===== config.mk =====
export PLATFORM = sky130hd
export DESIGN_NAME = rv32i_encode_fmt
export DESIGN_NICKNAME = d
export VERILOG_FILES = /design/src/rtl/rv32i_encode_fmt.sv
export SDC_FILE = /design/constraint.sdc
export NUM_CORES = 1
export LEC_CHECK = 0
export BUFFER_PORTS_ARGS = -buffer_cell sky130_fd_sc_hd__buf_2
export CORE_MARGIN = 3
export CORE_UTILIZATION = 49
export CTS_CLUSTER_SIZE = 30
export DETAILED_ROUTE_END_ITERATION = 10
export GPL_TIMING_DRIVEN = 1
export PLACE_DENSITY = 0.77
export RECOVER_POWER = 100
export SETUP_SLACK_MARGIN = 0.02
export SYNTH_ARGS = -nofsm -noshare
export SYNTH_HDL_FRONTEND = slang
export SYNTH_SLANG_ARGS = --single-unit
export TNS_END_PERCENT = 100

===== constraint.sdc =====
create_clock -name clk -period 2.8 [get_ports clk]
set_input_delay 0.14 -clock clk [delete_from_list [all_inputs] [get_ports clk]]
set_output_delay 0.14 -clock clk [all_outputs]
set_load 0.01 [all_outputs]

===== src/rtl/rv32i_encode_fmt.sv =====
// rv32i_encode_fmt: packs RV32I field bundles into instruction words and queues them, with imem byte addresses, in a 2-entry FIFO
module rv32i_encode_fmt #(
    parameter int ADDR_WIDTH = 10,
    parameter int BASE_ADDR = 0
) (
    input  logic                  clk,
    input  logic                  reset,
    input  logic                  enc_valid,
    output logic                  enc_ready,
    input  logic [4:0]            enc_opcode,
    input  logic [2:0]            enc_funct3,
    input  logic [6:0]            enc_funct7,
    input  logic [11:0]           enc_funct12,
    input  logic [4:0]            enc_rd,
    input  logic [4:0]            enc_rs1,
    input  logic [4:0]            enc_rs2,
    input  logic [31:0]           enc_imm,
    input  logic                  enc_restart,
    output logic                  imem_valid,
    input  logic                  imem_ready,
    output logic [ADDR_WIDTH-1:0] imem_address,
    output logic [31:0]           imem_instruction,
    output logic                  imem_error,
    output logic                  error_sticky
);
    localparam logic [ADDR_WIDTH-1:0] BASE = ADDR_WIDTH'(BASE_ADDR);

    logic [24:0] body;
    logic legal, err, shift;
    logic i_bad, sh_bad, b_bad, j_bad, u_bad;
    logic [31:0] word;
    logic bad;
    logic [ADDR_WIDTH-1:0] addr_q, word_addr;
    logic [31:0] mem_instr [2];
    logic [ADDR_WIDTH-1:0] mem_addr [2];
    logic [1:0] mem_err;
    logic wr_ptr, rd_ptr;
    logic [1:0] count;
    logic push, pop;

    assign i_bad  = !(&enc_imm[31:11] || ~|enc_imm[31:11]);
    assign sh_bad = |enc_imm[31:5];
    assign b_bad  = enc_imm[0] || !(&enc_imm[31:12] || ~|enc_imm[31:12]);
    assign j_bad  = enc_imm[0] || !(&enc_imm[31:20] || ~|enc_imm[31:20]);
    assign u_bad  = |enc_imm[11:0];
    assign shift  = enc_funct3[1:0] == 2'b01;

    // Field packing and immediate range check for each supported opcode
    always_comb begin
        body = '0;
        err = 1'b0;
        legal = 1'b1;
        case (enc_opcode)
            5'b00000: begin body = {enc_imm[11:0], enc_rs1, enc_funct3, enc_rd}; err = i_bad; end
            5'b11001: begin body = {enc_imm[11:0], enc_rs1, 3'b000, enc_rd}; err = i_bad; end
            5'b00100: begin
                body = shift ? {enc_funct7, enc_imm[4:0], enc_rs1, enc_funct3, enc_rd}
                             : {enc_imm[11:0], enc_rs1, enc_funct3, enc_rd};
                err = shift ? sh_bad : i_bad;
            end
            5'b01000: begin body = {enc_imm[11:5], enc_rs2, enc_rs1, enc_funct3, enc_imm[4:0]}; err = i_bad; end
            5'b01100: body = {enc_funct7, enc_rs2, enc_rs1, enc_funct3, enc_rd};
            5'b00101, 5'b01101: begin body = {enc_imm[31:12], enc_rd}; err = u_bad; end
            5'b11000: begin
                body = {enc_imm[12], enc_imm[10:5], enc_rs2, enc_rs1, enc_funct3, enc_imm[4:1], enc_imm[11]};
                err = b_bad;
            end
            5'b11011: begin body = {enc_imm[20], enc_imm[10:1], enc_imm[11], enc_imm[19:12], enc_rd}; err = j_bad; end
            5'b11100: body = {enc_funct12, enc_rs1, enc_funct3, enc_rd};
            default: legal = 1'b0;
        endcase
    end

    assign word = legal ? {body, enc_opcode, 2'b11} : 32'h0000_0013;
    assign bad = !legal || err;

    assign enc_ready = !reset && count != 2'd2;
    assign push = enc_valid && enc_ready;
    assign imem_valid = count != 2'd0;
    assign pop = imem_valid && imem_ready;
    assign word_addr = enc_restart ? BASE : addr_q;

    assign imem_address = imem_valid ? mem_addr[rd_ptr] : '0;
    assign imem_instruction = imem_valid ? mem_instr[rd_ptr] : '0;
    assign imem_error = imem_valid && mem_err[rd_ptr];

    // FIFO storage, pointers, address counter and sticky error flag
    always_ff @(posedge clk or posedge reset) begin
        if (reset) begin
            mem_instr[0] <= '0;
            mem_instr[1] <= '0;
            mem_addr[0] <= '0;
            mem_addr[1] <= '0;
            mem_err <= '0;
            wr_ptr <= 1'b0;
            rd_ptr <= 1'b0;
            count <= '0;
            addr_q <= BASE;
            error_sticky <= 1'b0;
        end else begin
            if (push) begin
                mem_instr[wr_ptr] <= word;
                mem_addr[wr_ptr] <= word_addr;
                mem_err[wr_ptr] <= bad;
                wr_ptr <= !wr_ptr;
            end
            if (pop)
                rd_ptr <= !rd_ptr;
            count <= count + {1'b0, push} - {1'b0, pop};
            if (push)
                addr_q <= word_addr + ADDR_WIDTH'(4);
            else if (enc_restart)
                addr_q <= BASE;
            if (push && bad)
                error_sticky <= 1'b1;
            else if (enc_restart)
                error_sticky <= 1'b0;
        end
    end
endmodule


Word level (Yosys, flattened, before mapping)
Cells that the tools add are included.
{"block": "op_classes", "add_sub_neg": 3, "magnitude_cmp": 6, "eq_ne": 11, "muxes": 29, "n_bitwise": 2, "n_reduce_logical": 37}
{"op": "$pmux 25 s9", "n": 1}
{"op": "$mux 32", "n": 6}
{"op": "$mux 10", "n": 7}
{"op": "$bwmux 64", "n": 1}
{"op": "$demux 32 s1", "n": 1}
{"op": "$reduce_or 27->1", "n": 1}
{"op": "$mux 25", "n": 1}
{"op": "$reduce_or 12->1", "n": 2}
{"op": "$reduce_and 21->1", "n": 1}
{"op": "$reduce_or 21->1", "n": 1}
{"op": "$bwmux 20", "n": 1}
{"op": "$eq 5x5->1 const B", "n": 4}
{"op": "$reduce_and 20->1", "n": 1}
{"op": "$reduce_or 20->1", "n": 1}
{"op": "$eq 5x4->1 const B", "n": 3}
{"op": "$reduce_and 12->1", "n": 1}
{"op": "$add 10x3->10 const B", "n": 1}
{"op": "$demux 10 s1", "n": 1}
{"op": "$eq 5x3->1 const B", "n": 2}
{"op": "$logic_not 1->1", "n": 10}
{"op": "$reduce_or 10->1", "n": 1}
{"op": "$logic_and 1x1->1", "n": 7}
{"op": "$mux 1", "n": 7}
{"op": "$logic_or 1x1->1", "n": 6}
{"op": "other kinds (16)", "n": 20}
{"block": "word_totals", "ff_bits": 101, "in_bits": 79, "output_inout_bits": 46, "word_cells": 98}

Logic depth before layout (Yosys ltp)
{"block": "logic_depth", "depth_word": 9, "mapped_depth": 10, "ltp_nobuf": 9}

Worst setup path after synthesis
No wires, ideal clock.
{"block": "synth_path", "kind": "register to register", "startpoint": "reg count[0]", "endpoint": "reg mem_err[1]", "setup_time_ps": 125, "arrival_ps": 1766, "t_required_ps": 2675, "slack_ps": 910, "stages_incl_launch_ff": 9, "n_path_buf": 3, "cell_sequence": "dfrtp_1 inv_1 a21oi_1 and2_1 clkbuf_2 nand2_1 clkbuf_1 buf_2 mux2_2"}
{"block": "synth_between", "elab_chain_cells": 3}
{"item": "start, declared", "line": "38", "source": "logic [1:0] count;"}
{"item": "start signal, assigned", "line": "109", "source": "count <= count + {1'b0, push} - {1'b0, pop};"}
{"item": "$ne 2x2->1", "line": "77", "source": "assign enc_ready = !reset && count != 2'd2;"}
{"item": "$logic_and 1x1->1", "line": "77"}
{"item": "net enc_ready", "line": "9", "source": "output logic enc_ready,"}
{"item": "$logic_and 1x1->1", "line": "78", "source": "assign push = enc_valid && enc_ready;"}
{"item": "end signal, assigned", "line": "94", "source": "mem_err <= '0;"}
{"item": "end signal, assigned by index", "line": "104", "source": "mem_err[wr_ptr] <= bad;"}
{"item": "end, declared", "line": "36", "source": "logic [1:0] mem_err;"}
The timed path passes the listed nets, and every way through them passes these cells.
A chain may end at the register's enable or synchronous reset.

Worst setup path in the final report
{"block": "layout_path", "startpoint": "reg rd_ptr", "endpoint": "out imem_instruction[20]"}
{"block": "layout_between", "elab_chain_cells": 5}
{"item": "start, declared", "line": "37", "source": "logic wr_ptr, rd_ptr;"}
{"item": "start signal, assigned", "line": "108", "source": "rd_ptr <= !rd_ptr;"}
{"item": "$not 1->2 (not written as such)", "line": "84", "source": "assign imem_instruction = imem_valid ? mem_instr[rd_ptr] : '0;"}
{"item": "$mux 32 (not written as such) (3 in series)", "line": "84"}
{"item": "$mux 32", "line": "84"}
{"item": "end, declared", "line": "22", "source": "output logic [31:0] imem_instruction,"}
Every way passes these cells. The select of a mux whose other input is x is not followed.

==> impl_metrics.json <==
{
  "outcome": "finished with violations",
  "failed_checks": "capacitance limit, slew limit",
  "nFillCells": 890,
  "routedWlPerCell_um": 16.2,
  "num_antenna_cells": 0,
  "cp-end-kind": "output port",
  "p_per_area_nw_per_um2": 819,
  "fmax_mhz": 415,
  "critPathMaxStageDelay_ns": 1.00,
  "async_reset_ff_share_pct": 100,
  "io_pins": 125,
  "required_ns": 2.66,
  "drt.antenna.violating_nets": 0,
  "drt-pass1-iter-count": 5,
  "die_w_um": 108,
  "synth_warnings": 0,
  "rsz0062_at_grt": "false",
  "setup_violations": 0,
  "ys_ff_latch": 99,
  "grt_antenna_before_repair": 0,
  "fin_crit_sh_pct": 86.0,
  "fp.coreArea_sq_um": 9950,
  "hold_viol_final": 0,
  "synth_edf_count": 0,
  "synth_area_per_cell_sq_um": 9.33,
  "netlist.area_leader.share_pct": 48.5,
  "cts_max_level": 3,
  "cts.clk_slew.worst_paths_ns": 0.10,
  "synth.cell_area_sq_um": 5100,
  "critPathLaunchType": "flip-flop",
  "grt_first_pass_wirelength_um": 20500,
  "grt_max_degree": 66,
  "syn_nets": 629,
  "criticalPathCategory": "flip-flop to output port",
  "yosysTopAreaCell": "dfrtp_1",
  "clk_latency_ns": 0.36,
  "initial_utilization_pct": 51.3,
  "max_cap_viol_count": 1,
  "multi_input_area_sq_um": 2420,
  "clock_skew_ns": 0.0155,
  "leakagePower_nw": 2.83,
  "ys_top_cells_by_area": "dfrtp_1, mux2i_1, o21ai_0, nand2_1, mux2_2",
  "path_cells": "buf_12 > mux2i_1 > nor2_1 > clkbuf_1",
  "grt_pass1_vias": 4191,
  "grt_usage_pct": 22.2,
  "vias": 4419,
  "avgViaCountPerCell": 5.59,
  "final_cells": 790,
  "vdd_drop_max_uv": 361,
  "critPathTopFamily": "flip-flops",
  "area_delta_synth_final_pct": 17.3,
  "cts_root_buffer": "clkbuf_8",
  "post_cts_buffers": 0,
  "register_area_sq_um": 2480,
  "fin_crit_ns": 2.41,
  "hpwl_um": 9660,
  "drt-initial-drc-count": 255,
  "tns_ns": 0,
  "drc_errors": 0,
  "clockBufferDepth": 2,
  "dp_cells": 772,
  "grt_overflow_total": 0,
  "die_h_um": 108,
  "io_buffers": 124,
  "drive_gt1_share_pct": 19.0,
  "fp.dieArea_sq_um": 11700,
  "cp_max_fo": 27,
  "wl_um": 12800,
  "cts_inserted_buffers": 9,
  "rows": 36,
  "synthCells": 547,
  "cts_tree": "yes",
  "path_buf_inv": 2,
  "nets": 734,
  "ys_seq_area_share_pct": 48.5,
  "crit_slowest_cell": "dfrtp_1",
  "cts_num_sinks": 99,
  "synth.distinct_cells": 46,
  "drv_slew": 44,
  "slew_headroom_pct": -26.9,
  "gp_congestion": 0.935,
  "yosys_most_used_dff": "dfrtp_1",
  "crit_arrival_ns": 2.27,
  "worst_slew_pin_slew_ns": 1.89,
  "hold_path.class": "input pin to flip-flop"
}
[stage by stage]
step	total power [mW]	setup slack [ns]	utilization, %	instance area, sq um	hold WS, ns
4_1_cts	5.01	0.657	60.8	6060	0.0840
6_report	4.90	0.393	60.1	5990	0.100
2_1_floorplan	3.40	0.0696	-	5100	0.206
3_5_place_dp	4.07	0.631	58.5	5830	0.290
3_3_place_gp	4.01	0.667	58.5	5830	0.289
5_1_grt	5.28	0.281	60.1	5990	0.101
[placed cells by master, fill, tap and decap left out, types with 7 or more instances in the layout]
cell type | netlist | final
dfrtp_1 | 99 | 99
clkbuf_8 | 0 | 9
mux2_2 | 19 | 19
o21ai_0 | 69 | 69
buf_2 | 7 | 77
nand3_1 | 9 | 9
mux2i_1 | 43 | 43
nand2_1 | 91 | 91
nor3_1 | 9 | 9
a22oi_1 | 15 | 15
inv_1 | 14 | 14
clkbuf_1 | 25 | 47
nor4_1 | 7 | 7
nor2_1 | 55 | 54
[worst register-to-register path, cell delays in order (launching register included)]
cell	delay [ns]
dfrtp_1	0.43
inv_1	0.06
a21oi_1	0.17
and2_0	0.34
inv_1	0.23
nor4_1	0.54
nand3_1	0.17
xor2_1	0.16
nor2_1	0.10
[timing repair]
item / in CTS / in global routing
gates resized for setup: 0 / 0
endpoints found under the hold margin: 46 / 0
hold buffers: 2 / 0
[cell usage after synthesis (7+ instances only)]
| library cell | number |
|---|---|
| dfrtp_1 | 99 |
| nand2_1 | 91 |
| o21ai_0 | 69 |
| nor2_1 | 55 |
| mux2i_1 | 43 |
| clkbuf_1 | 25 |
| mux2_2 | 19 |
| a22oi_1 | 15 |
| inv_1 | 14 |
| nand3_1 | 9 |
| nor3_1 | 9 |
| buf_2 | 7 |
| nor4_1 | 7 |
[final cells by class]
cell class,instances,share of cell area (%)
Multi-Input combinational cell,396,40.4
Inverter,15,0.961
Clock inverter,7,1.44
Clock buffer,9,2.07
Timing Repair Buffer,131,11.0
Tap cell,133,2.78
Sequential cell,99,41.4
[cells by family after synthesis]
kind of cell | count (synthesis) | synth area share (%)
buf+inv | 52 | 4.17
simple gates | 198 | 16.9
flops | 99 | 48.5
compound gates | 122 | 15.1
xor+xnor | 11 | 1.89
mux | 62 | 12.6
fa+ha+maj | 3 | 0.735
[registers in the layout, indices dropped and copies added (netlist names)]
register	count
error_sticky	1
count	2
mem_instr	62
mem_addr	20
addr_q	10
mem_err	2
rd_ptr	1
wr_ptr	1
[layer usage]
metal	global-route usage, %	part of all wire (%)	vias up
met3	3.10	6.5	17
met1	31.4	44	2112
met2	35.2	47	167
met5	0	0	-
met4	7.57	1.8	0
li1	-	-	2123
[path summary, 6_finish.rpt]
path                                               start                        end  slack (ns)  cells after the start
worst min register to register  mem_instr[1]$_DFFE_PP0P_   mem_instr[1]$_DFFE_PP0P_        0.48                      1
min in group asynchronous                          reset    mem_addr[3]$_DFFE_PP0P_        0.80                      3
worst max-delay path                  rd_ptr$_DFFE_PP0P_       imem_instruction[20]        0.39                      4
worst max register to register        count[0]$_DFF_PP0_        addr_q[9]$_DFF_PP0_        0.53                      8
max in group asynchronous                          reset  mem_instr[16]$_DFFE_PP0P_        1.02                      4
worst min-delay path                          enc_rs1[0]  mem_instr[47]$_DFFE_PP0P_        0.10                      3
[power by group]
part	total, mW	internal [mW]	switching, mW
clock network	0.935	0.429	0.506
logic	1.78	0.744	1.04
registers	2.19	1.88	0.309
total	4.90	3.05	1.85
Power figures use the tool's default switching activity.
